File: src/rtl/instruction_fetch.sv
// Fetch stage: holds the PC, reads one instruction word per PC over a req/ack
// handshake, and presents the registered word to decode until the next PC load.
module instruction_fetch #(
    parameter logic [31:0] PC_RESET   = 32'h0000_0000,
    parameter int          MEM_ADDR_W = 10
) (
    input  logic                  Clk,
    input  logic                  Reset,
    input  logic                  PC_sel,
    input  logic                  PC_LdEn,
    input  logic [31:0]           PC_Immed,
    input  logic [31:0]           Mem_Rdata,
    input  logic                  Mem_Ack,
    output logic                  Mem_Req,
    output logic [MEM_ADDR_W-1:0] Mem_Addr,
    output logic [31:0]           Instr,
    output logic                  Instr_Valid,
    output logic [31:0]           PC,
    output logic                  Addr_Err
);

    // state  | meaning
    // IDLE   | out of reset, fetch of PC_RESET not yet started
    // REQ    | Mem_Req high, waiting for Mem_Ack
    // HOLD   | Instr valid for current PC, waiting for PC_LdEn
    typedef enum logic [1:0] {
        S_IDLE = 2'd0,
        S_REQ  = 2'd1,
        S_HOLD = 2'd2
    } state_t;

    localparam logic [31:0] PC_RESET_ALIGNED = {PC_RESET[31:2], 2'b00};

    state_t      state_q;
    logic [31:0] pc_q;
    logic [31:0] instr_q;
    logic        instr_valid_q;
    logic        mem_req_q;
    logic        addr_err_q;

    logic [31:0] pc_sum;
    logic [31:0] pc_d;
    logic        misalign_d;

    // Misaligned targets are truncated to the word boundary and flagged.
    always_comb begin
        pc_sum     = pc_q + 32'd4 + (PC_sel ? PC_Immed : 32'd0);
        pc_d       = {pc_sum[31:2], 2'b00};
        misalign_d = |pc_sum[1:0];
    end

    always_ff @(posedge Clk or negedge Reset) begin
        if (!Reset) begin
            state_q       <= S_IDLE;
            pc_q          <= PC_RESET_ALIGNED;
            instr_q       <= 32'd0;
            instr_valid_q <= 1'b0;
            mem_req_q     <= 1'b0;
            addr_err_q    <= 1'b0;
        end else begin
            case (state_q)
                S_IDLE: begin
                    mem_req_q <= 1'b1;
                    state_q   <= S_REQ;
                end
                S_REQ: begin
                    if (Mem_Ack) begin
                        instr_q       <= Mem_Rdata;
                        instr_valid_q <= 1'b1;
                        mem_req_q     <= 1'b0;
                        state_q       <= S_HOLD;
                    end
                end
                S_HOLD: begin
                    if (PC_LdEn) begin
                        pc_q          <= pc_d;
                        instr_valid_q <= 1'b0;
                        mem_req_q     <= 1'b1;
                        if (misalign_d) begin
                            addr_err_q <= 1'b1;
                        end
                        state_q <= S_REQ;
                    end
                end
                default: begin
                    mem_req_q <= 1'b0;
                    state_q   <= S_IDLE;
                end
            endcase
        end
    end

    // Upper PC bits are dropped; the memory aliases beyond its word range.
    assign Mem_Addr    = pc_q[MEM_ADDR_W+1:2];
    assign Mem_Req     = mem_req_q;
    assign Instr       = instr_q;
    assign Instr_Valid = instr_valid_q;
    assign PC          = pc_q;
    assign Addr_Err    = addr_err_q;

endmodule
File: config.mk
export PLATFORM = sky130hd
export DESIGN_NAME = instruction_fetch
export DESIGN_NICKNAME = d
export VERILOG_FILES = /design/src/rtl/instruction_fetch.sv
export SDC_FILE = /design/constraint.sdc
export NUM_CORES = 1
export LEC_CHECK = 0
export CORE_ASPECT_RATIO = 0.6
export CORE_MARGIN = 5
export CORE_UTILIZATION = 51
export CTS_CLUSTER_SIZE = 28
export DETAILED_ROUTE_END_ITERATION = 8
export GPL_TIMING_DRIVEN = 1
export PLACE_DENSITY = 0.87
export SYNTH_ARGS = -nofsm -noshare
export SYNTH_HDL_FRONTEND = slang
export SYNTH_SLANG_ARGS = --single-unit
File: constraint.sdc
create_clock -name Clk -period 5.9 [get_ports Clk]
set_input_delay 0.885 -clock Clk [delete_from_list [all_inputs] [get_ports Clk]]
set_output_delay 0.885 -clock Clk [all_outputs]
set_load 0.01 [all_outputs]
## Yosys cells after proc, flatten, opt, wreduce, memory -nomap -nowiden

Index checks and enable logic that the tools add are counted.

- Input bits: 69
- Logic and storage cells: 30
- Flip-flop bits (word level): 67
- Output and inout bits: 77

- Add/sub/neg operators: 2
- Reductions and logical operators: 8
- Eq/ne operators: 4
- Mux-type cells: 10

Operators with widths:

| operator | count |
|---|---|
| adder 32 x 3 -> 32 bit, second input constant | 1 |
| adder 32 bit | 1 |
| two-way mux 32 bit | 1 |
| case mux 2 bit (3 select lines) | 1 |
| AND reduction 2 bit | 3 |
| AND reduction 3 bit | 2 |
| two-way mux 1 bit | 4 |
| two-way mux 2 bit | 2 |
| != test 2 bit, second input constant | 2 |
| case mux 1 bit (3 select lines) | 1 |
| == test 2 x 1 -> 1 bit, second input constant | 1 |
| == test 2 bit, second input constant | 1 |
| zero test 2 bit | 1 |
| case mux 1 bit (2 select lines) | 1 |
| nonzero test 2 bit | 1 |
| OR reduction 2 bit | 1 |

## Logic depth before layout (Yosys ltp)

- Depth in word-level cells: 4
- Gate-level depth with buffers: 15
- Depth with buffers taken out: 14

## Least setup slack after synthesis

OpenSTA, ideal clock, no wires.

- Kind: input to register
- From: input port PC_sel
- To: register pc_q[31], in the netlist PC[31]
- Data arrival time: 3.499 ns
- Path buffers: 1
- Stages on the path: 14
- Library setup time: 0.125 ns
- Path slack: 2.276 ns
- Path through: clkbuf_1 > and2_1 > ha_1 > ha_1 > fa_1 > a21oi_1 > nor2_1 > o21a_1 > o211ai_4 > a31oi_4 > a311oi_2 > xnor2_1 > nor2_1 > xor2_1

- Word-level cells in the longest chain between the ends: 2

Ends and longest elaborated chain:

| element | RTL line | source |
|---|---|---|
| start, declared | 9 | `input logic PC_sel,` |
| two-way mux 32 bit | 47 | `pc_sum = pc_q + 32'd4 + (PC_sel ? PC_Immed : 32'd0);` |
| adder 32 bit | 47 |  |
| end signal, assigned | 76 | `pc_q <= pc_d;` |
| end, declared | 35 | `logic [31:0] pc_q;` |

Every way passes these cells.
A chain may end at the register's enable or synchronous reset.

## Final worst setup path

- From: input port PC_sel
- To: register pc_q[29], in the netlist PC[29]

The elaborated chain is that of the path after synthesis.

==> results.md <==
* Number of antenna violations at the first check in global routing at 0
* Worst endpoint data arrival time at 4.53 ns
* Fraction of post-synthesis cell area in the top cell type by area at 37.0%
* Critical path class: in2reg
* Pre-antenna DRT Iters at 5
* Number of setup violations in the final report at 0
* Non-filler instance count after layout at 698
* Gate Count Post-Synth at 448
* Antenna Cells at 0
* Die extent in y at 82.5 um
* Maximum buffer depth of the clock tree at 2
* Number of DRC markers after the initial detailed-route iteration at 264
* Sort of element at the end of the critical path: register
* Final weighted congestion of routability-driven global placement at 0.914
* Max stage delay cell, worst path: sky130_fd_sc_hd__clkdlybuf4s50_1
* # placed instances at 682
* Area growth from synthesis to layout at 39.1%
* Final number of max-transition violations at 0
* Number of vias per cell at 5.51
* CTS Buf Count at 9
* Post-route fraction of the period consumed by the critical path at 73.8%
* Minimum clock period at 4.36 ns
* Headroom to the max-slew limit at 32.4%
* Die boundary width at 131 um
* H-tree lvl count at 3
* Remaining global-route overflow at 0
* Post-route ant nets at 0
* Final wirelength at 12.6 mm
* Worst-case clock skew at 0.00798 ns
* # nets final at 708
* Class of the most critical hold timing path: reg2reg
* Via total after detailed routing at 3844
* Number of flip-flops and latches in the synthesized netlist at 66
* Maximum number of pins on one net before global-route repair at 67
* Root buffer cell: sky130_fd_sc_hd__clkbuf_16
* Number of I/O port buffers at 143
* # Post-CTS Setup Buffers at 0
* Worst-path maximum fanout at 18
* Slew at the pin closest to its max-slew limit at 1.01 ns
* Critical Path Source Type: primary input
* CP dominant cell by count: sky130_fd_sc_hd__ha_1
* Fraction of registers with async set or reset after synthesis at 100%
* Final hold slack at 0.485 ns
* Hold_buf cts at 0
* Buffers & Inverters on Critical Path at 1
* Fmax at 230 MHz
* Portion of the post-synthesis area used by sequential elements at 37.0%
* Longest individual stage delay on the worst path at 0.73 ns
* Boundary pin count at 146
* Largest vdd supply drop at 309 uV
* GRT Resource Usage Total at 24.5%
* Clk Latency, worst-skew pair at 0.33 ns
* # Max-Cap Violations at 0
* End-of-flow core utilization at 72.8%
* Initial core utilization at 52.3%
* Main area contributors after synthesis: sky130_fd_sc_hd__dfrtp_1 37%, sky130_fd_sc_hd__ha_1 16%, sky130_fd_sc_hd__mux2_2 8.6%, sky130_fd_sc_hd__and2_1 4.3%, sky130_fd_sc_hd__nand2_1 4.3%
* Data required, critical path at 6.07 ns
* Avg Cell Area, Syn at 9.96 sq um
* CTS tree: built
* Setup repair after global routing missed its margin: no
* Remaining routing DRC violations at 0
* Pwr dens at 485 nW/um^2
* Most common cell after layout, fill and taps aside: sky130_fd_sc_hd__clkdlybuf4s50_1
* Leakage dissipation at 0.00292 uW
* Cell family with the largest share of critical-path delay: compound AO/OA/AOI/OAI gates
* Predominant post-synthesis flop cell: sky130_fd_sc_hd__dfrtp_1
* Worst-path cell chain: clkdlybuf4s50_1 -> and2_1 -> ha_1 -> ha_1 -> fa_1 -> a21oi_1 -> nor2_1 -> o21a_1 -> o211ai_4 -> a31oi_4 -> a311oi_1 -> o21bai_1 -> xnor2_1 -> o21ai_1
* Unique masters post-synth at 43
* Die area at 10800 sq um
* Wire length of the first global-routing pass at 20.5 mm
* Average routed wire per standard cell at 18.0 um
* Summed negative setup slack over all endpoints at 0 ns
* Std-Cell Rows at 26
* Core area at 8520 sq um
* Fraction of final layout cells sized beyond drive strength 1 at 9.73%
* Area leader, netlist: sky130_fd_sc_hd__dfrtp_1
* Final hold vios at 0
* Number of enable flip-flop cells after synthesis at 0
* CTS Sinks at 66
* Reg clk slew, reported paths at 0.05 ns
* Yosys warnings at 0
* HPWL after detailed placement at 9.71 mm
* Power after layout at 3010 uW
* Commonest non-fill, non-tap cells in the layout: 142 x sky130_fd_sc_hd__clkdlybuf4s50_1, 66 x sky130_fd_sc_hd__dfrtp_1, 57 x sky130_fd_sc_hd__ha_1, 51 x sky130_fd_sc_hd__nand2_1, 34 x sky130_fd_sc_hd__mux2_2
* Via count of the first global-routing pass at 4114
* Cells resized by post-CTS repair at 0
* Syn Std Cell Area at 4460 sq um
* Run status: complete, no violations
[layer usage]
layer	global-route usage, %	up-vias	wire [um]
met4	7.70	0	259
li1	-	1837	-
met2	37.9	149	5830
met5	0	-	0
met1	33.9	1827	5600
met3	6.30	31	873
[metrics by stage]
stage | instance area [sq um] | setup slack [ns]
2_1_floorplan | 4470 | 2.28
3_3_place_gp | 5920 | 1.37
3_5_place_dp | 5920 | 1.20
4_1_cts | 6200 | 1.54
5_1_grt | 6200 | 1.25
6_report | 6200 | 1.54
[kinds of logic after synthesis]
logic type / after synthesis / share of synthesized area [%]
XOR/XNOR: 26 / 5.10
AO/OA/AOI/OAI: 103 / 15.1
adder cells (fa/ha/maj): 58 / 16.4
AND/OR/NAND/NOR: 125 / 13.7
buffers and inverters: 35 / 3.95
multiplexers: 34 / 8.58
flip-flops: 66 / 37.0
other: 1 / 0.0840
[final timing paths]
| path | start | endpoint | slack (ns) | cells past startpoint |
|---|---|---|---|---|
| setup / recovery | PC_sel | PC[29]$_DFFE_PN0P_ | 1.54 | 14 |
| hold / removal | PC[31]$_DFFE_PN0P_ | PC[31]$_DFFE_PN0P_ | 0.49 | 1 |
| setup reg to reg | PC[3]$_DFFE_PN0P_ | PC[29]$_DFFE_PN0P_ | 2.68 | 12 |
| hold reg to reg | PC[31]$_DFFE_PN0P_ | PC[31]$_DFFE_PN0P_ | 0.49 | 1 |
| max in group asynchronous | Reset | PC[3]$_DFFE_PN0P_ | 4.58 | 2 |
| min in group asynchronous | Reset | PC[16]$_DFFE_PN0P_ | 0.75 | 2 |
[area by class of cell]
cell class | count | area [sq um]
Clock inverter | 4 | 52.6
Fill cell | 625 | 2320
Tap cell | 112 | 140
Timing Repair Buffer | 146 | 1450
Clock buffer | 12 | 236
Multi-Input combinational cell | 348 | 2640
Sequential cell | 66 | 1650
Inverter | 10 | 37.5
[worst register-to-register path, cell delays in order (launching register included)]
cell	delay, ns
sky130_fd_sc_hd__dfrtp_1	0.42
sky130_fd_sc_hd__ha_1	0.31
sky130_fd_sc_hd__ha_1	0.23
sky130_fd_sc_hd__fa_1	0.42
sky130_fd_sc_hd__a21oi_1	0.23
sky130_fd_sc_hd__nor2_1	0.13
sky130_fd_sc_hd__o21a_1	0.27
sky130_fd_sc_hd__o211ai_4	0.24
sky130_fd_sc_hd__a31oi_4	0.14
sky130_fd_sc_hd__a311oi_1	0.31
sky130_fd_sc_hd__o21bai_1	0.13
sky130_fd_sc_hd__xnor2_1	0.16
sky130_fd_sc_hd__o21ai_1	0.07
[state kept, by name, summed over array words and instances, names as in the netlist]
name and count:
Addr_Err 1, Instr 32, Instr_Valid 1, PC 30, state_q 2
[power by group]
group,internal [uW],switching [uW]
Combinational,869,777
Clock,328,198
Sequential,670,165
Total,1870,1140
[synth_stat cells, drive strengths merged (2+ instances only)]
| master | number |
|---|---|
| a311oi | 3 |
| nand3 | 10 |
| o31ai | 3 |
| o21ai | 35 |
| a31oi | 5 |
| xnor2 | 13 |
| a21o | 16 |
| o211ai | 2 |
| buf | 12 |
| nand3b | 2 |
| o21bai | 5 |
| o21a | 6 |
| xor2 | 13 |
| nor2 | 13 |
| and2 | 31 |
| nand2 | 51 |
| nand2b | 4 |
| a21boi | 2 |
| a21oi | 22 |
| nor3 | 5 |
| ha | 57 |
| dfrtp | 66 |
| clkbuf | 13 |
| and3 | 5 |
| mux2 | 34 |
| inv | 10 |
Power figures use the tool's default switching activity.
==> RTL change, RTL diff (same flow settings) <==
Make the reset (`Reset`) synchronous in one clocked block.
--- a/src/rtl/instruction_fetch.sv
+++ b/src/rtl/instruction_fetch.sv
@@ -51,3 +51,3 @@
 
-    always_ff @(posedge Clk or negedge Reset) begin
+    always_ff @(posedge Clk) begin
         if (!Reset) begin
Check against the original RTL: differs if Reset is asserted again (counterexample within 4 cycles, from zero or initial values and one cycle with Reset low); with Reset held inactive, the same outputs for 4 cycles.
==> RTL change against the original RTL <==
- clock skew increased by 0.00057 ns
- synthesized area is 1.9% higher
- sequential cell count unchanged
- register-to-register slack got worse by 0.06 ns
- cell area increased by 1.5%
- count of clock-buffer cells in the layout is 2 lower
- setup slack got worse by 0.037 ns
- sequential share of layout area decreased by 5.6 points
- routed wire length grew 12%
- die area grew 1.7%
- critical path depth shrank 2
Power is not compared: it rests on default switching activity, and its combinational part moved more than twofold at a synthesized area within 25%.
==> RTL change: results (changes against the original RTL) <==
number of global-route vias before repair - 4519 (was 4114)
yosys warns - 0 (unchanged)
critical path's top delay family - compound AO/OA/AOI/OAI gates (unchanged)
PortBufs - 143 (unchanged)
global router's overall resource usage - 24.84% (was 24.48%)
share of layout cells above drive strength 1 - 4.728% (was 9.727%)
Worst Hold Class - reg2reg (unchanged)
part of the Yosys area used for sequential elements - 29.06% (was 37.02%)
first-pass GRT wire length - 22780 um (was 20550 um)
Synth Flop Type - dfxtp_1 (was dfrtp_1)
met1 Usage GRT - 33.52% (was 33.89%)
worst-case vdd ir drop - 0.1666 mV
DR WL met2 - 6323 um (was 5833 um)
Final GP Congestion - 0.9594 (was 0.9140)
Worst Setup Slack post-DPL - 1.286 ns (was 1.199 ns)
Worst EP arrival - 4.62 ns (was 4.53 ns)
top post-synthesis cells by area - dfxtp_1 29%, ha_1 16%, nand2_1 8.8% (was dfrtp_1 37%, ha_1 16%, mux2_2 8.6%)
CP max stage delay - 0.79 ns (was 0.73 ns)
Final #Nets - 820 (was 708)
Syn Area/Cell - 7.894 um^2 (was 9.959 um^2)
Initial DRC Count - 515 (was 264)
status - finished clean (unchanged)
Synth cell types - 58 (was 43)
met1 WL - 6224 um (was 5598 um)
async set-or-reset flop fraction in the synthesized netlist - 0% (was 100.0%)
Via-to-Cell Ratio - 5.895 (was 5.507)
Via Count - 4775 (was 3844)
DP Cell Count - 794 (was 682)
crit path max-delay cell type - clkdlybuf4s50_1 (unchanged)
Max FO, Critical Path - 15 (was 18)
seq pwr - 470 uW
Synth top cells by count - 106 x nand2_1, 78 x a21oi_1, 66 x dfxtp_1 (was 66 x dfrtp_1, 57 x ha_1, 51 x nand2_1)
Pleak - 0.002629 uW
CTS max path bufs - 2 (unchanged)
total wire length - 14080 um (was 12570 um)
relative slew slack - 14.95% (was 32.43%)
met3 usage - 6.824% (was 6.298%)
cell area after placement - 5952 um^2 (was 5916 um^2)
met3 wire len - 1323 um (was 873 um)
largest net degree at the start of global routing - 54 (was 67)
max reg flops - 32 (unchanged)
Final Skew - 0.008547 ns (was 0.007981 ns)
M2 GR Usage - 38.94% (was 37.95%)
clk_lat worst skew - 0.34 ns
DP HPWL - 10420 um (was 9707 um)
## RTL change: cell count changes in the layout (fill, tap and decap cells not counted), moves of 6 or more
cell     delta
dfrtp_1    -66
a21oi_1    +56
nor2_1      +6
mux2_2     -34
dfxtp_1    +66
nand2_1    +55
xor2_1     -11
nand3_1     +7
nand4_1     +7
o21ai_0    -13
## RTL change: kinds of logic (layout without fill, tap and decap cells)
| family | count (synthesis) | in the layout | synth area share (%) |
|---|---|---|---|
| xor+xnor | 14 | 14 | 2.697 |
| compound gates | 167 | 167 | 23.53 |
| flops | 66 | 66 | 29.06 |
| mux | 3 | 3 | 0.6605 |
| fa+ha+maj | 58 | 58 | 16.13 |
| buf+inv | 51 | 172 | 5.201 |
| other cells | 1 | 2 | 0.08247 |
| simple gates | 216 | 216 | 22.65 |
## RTL change: worst reg2reg max path, cell delays in order, from the launching register on
cell	delay, ns
dfxtp_1	0.41
ha_1	0.26
ha_1	0.23
fa_1	0.44
a211oi_1	0.43
o21ai_2	0.17
o2111ai_2	0.33
a211o_1	0.25
a21oi_1	0.14
o211a_1	0.25
a211o_1	0.26
## RTL change: worst paths after layout
path                                 from  slack [ns]         to  depth (start not counted)
worst max-delay path               PC_sel        1.51     PC[25]                         12
worst min-delay path            Instr[20]        0.46  Instr[20]                          2
worst max register to register      PC[3]        2.62     PC[25]                         10
worst min register to register  Instr[20]        0.46  Instr[20]                          2
## RTL change: final cells by class
class | count | area, um^2
Clock inverter | 6 | 113.9
Tap cell | 112 | 140.1
Fill cell | 628 | 2293
Inverter | 9 | 33.78
Timing Repair Buffer | 147 | 1461
Multi-Input combinational cell | 460 | 2995
Sequential cell | 66 | 1321
Clock buffer | 10 | 229.0
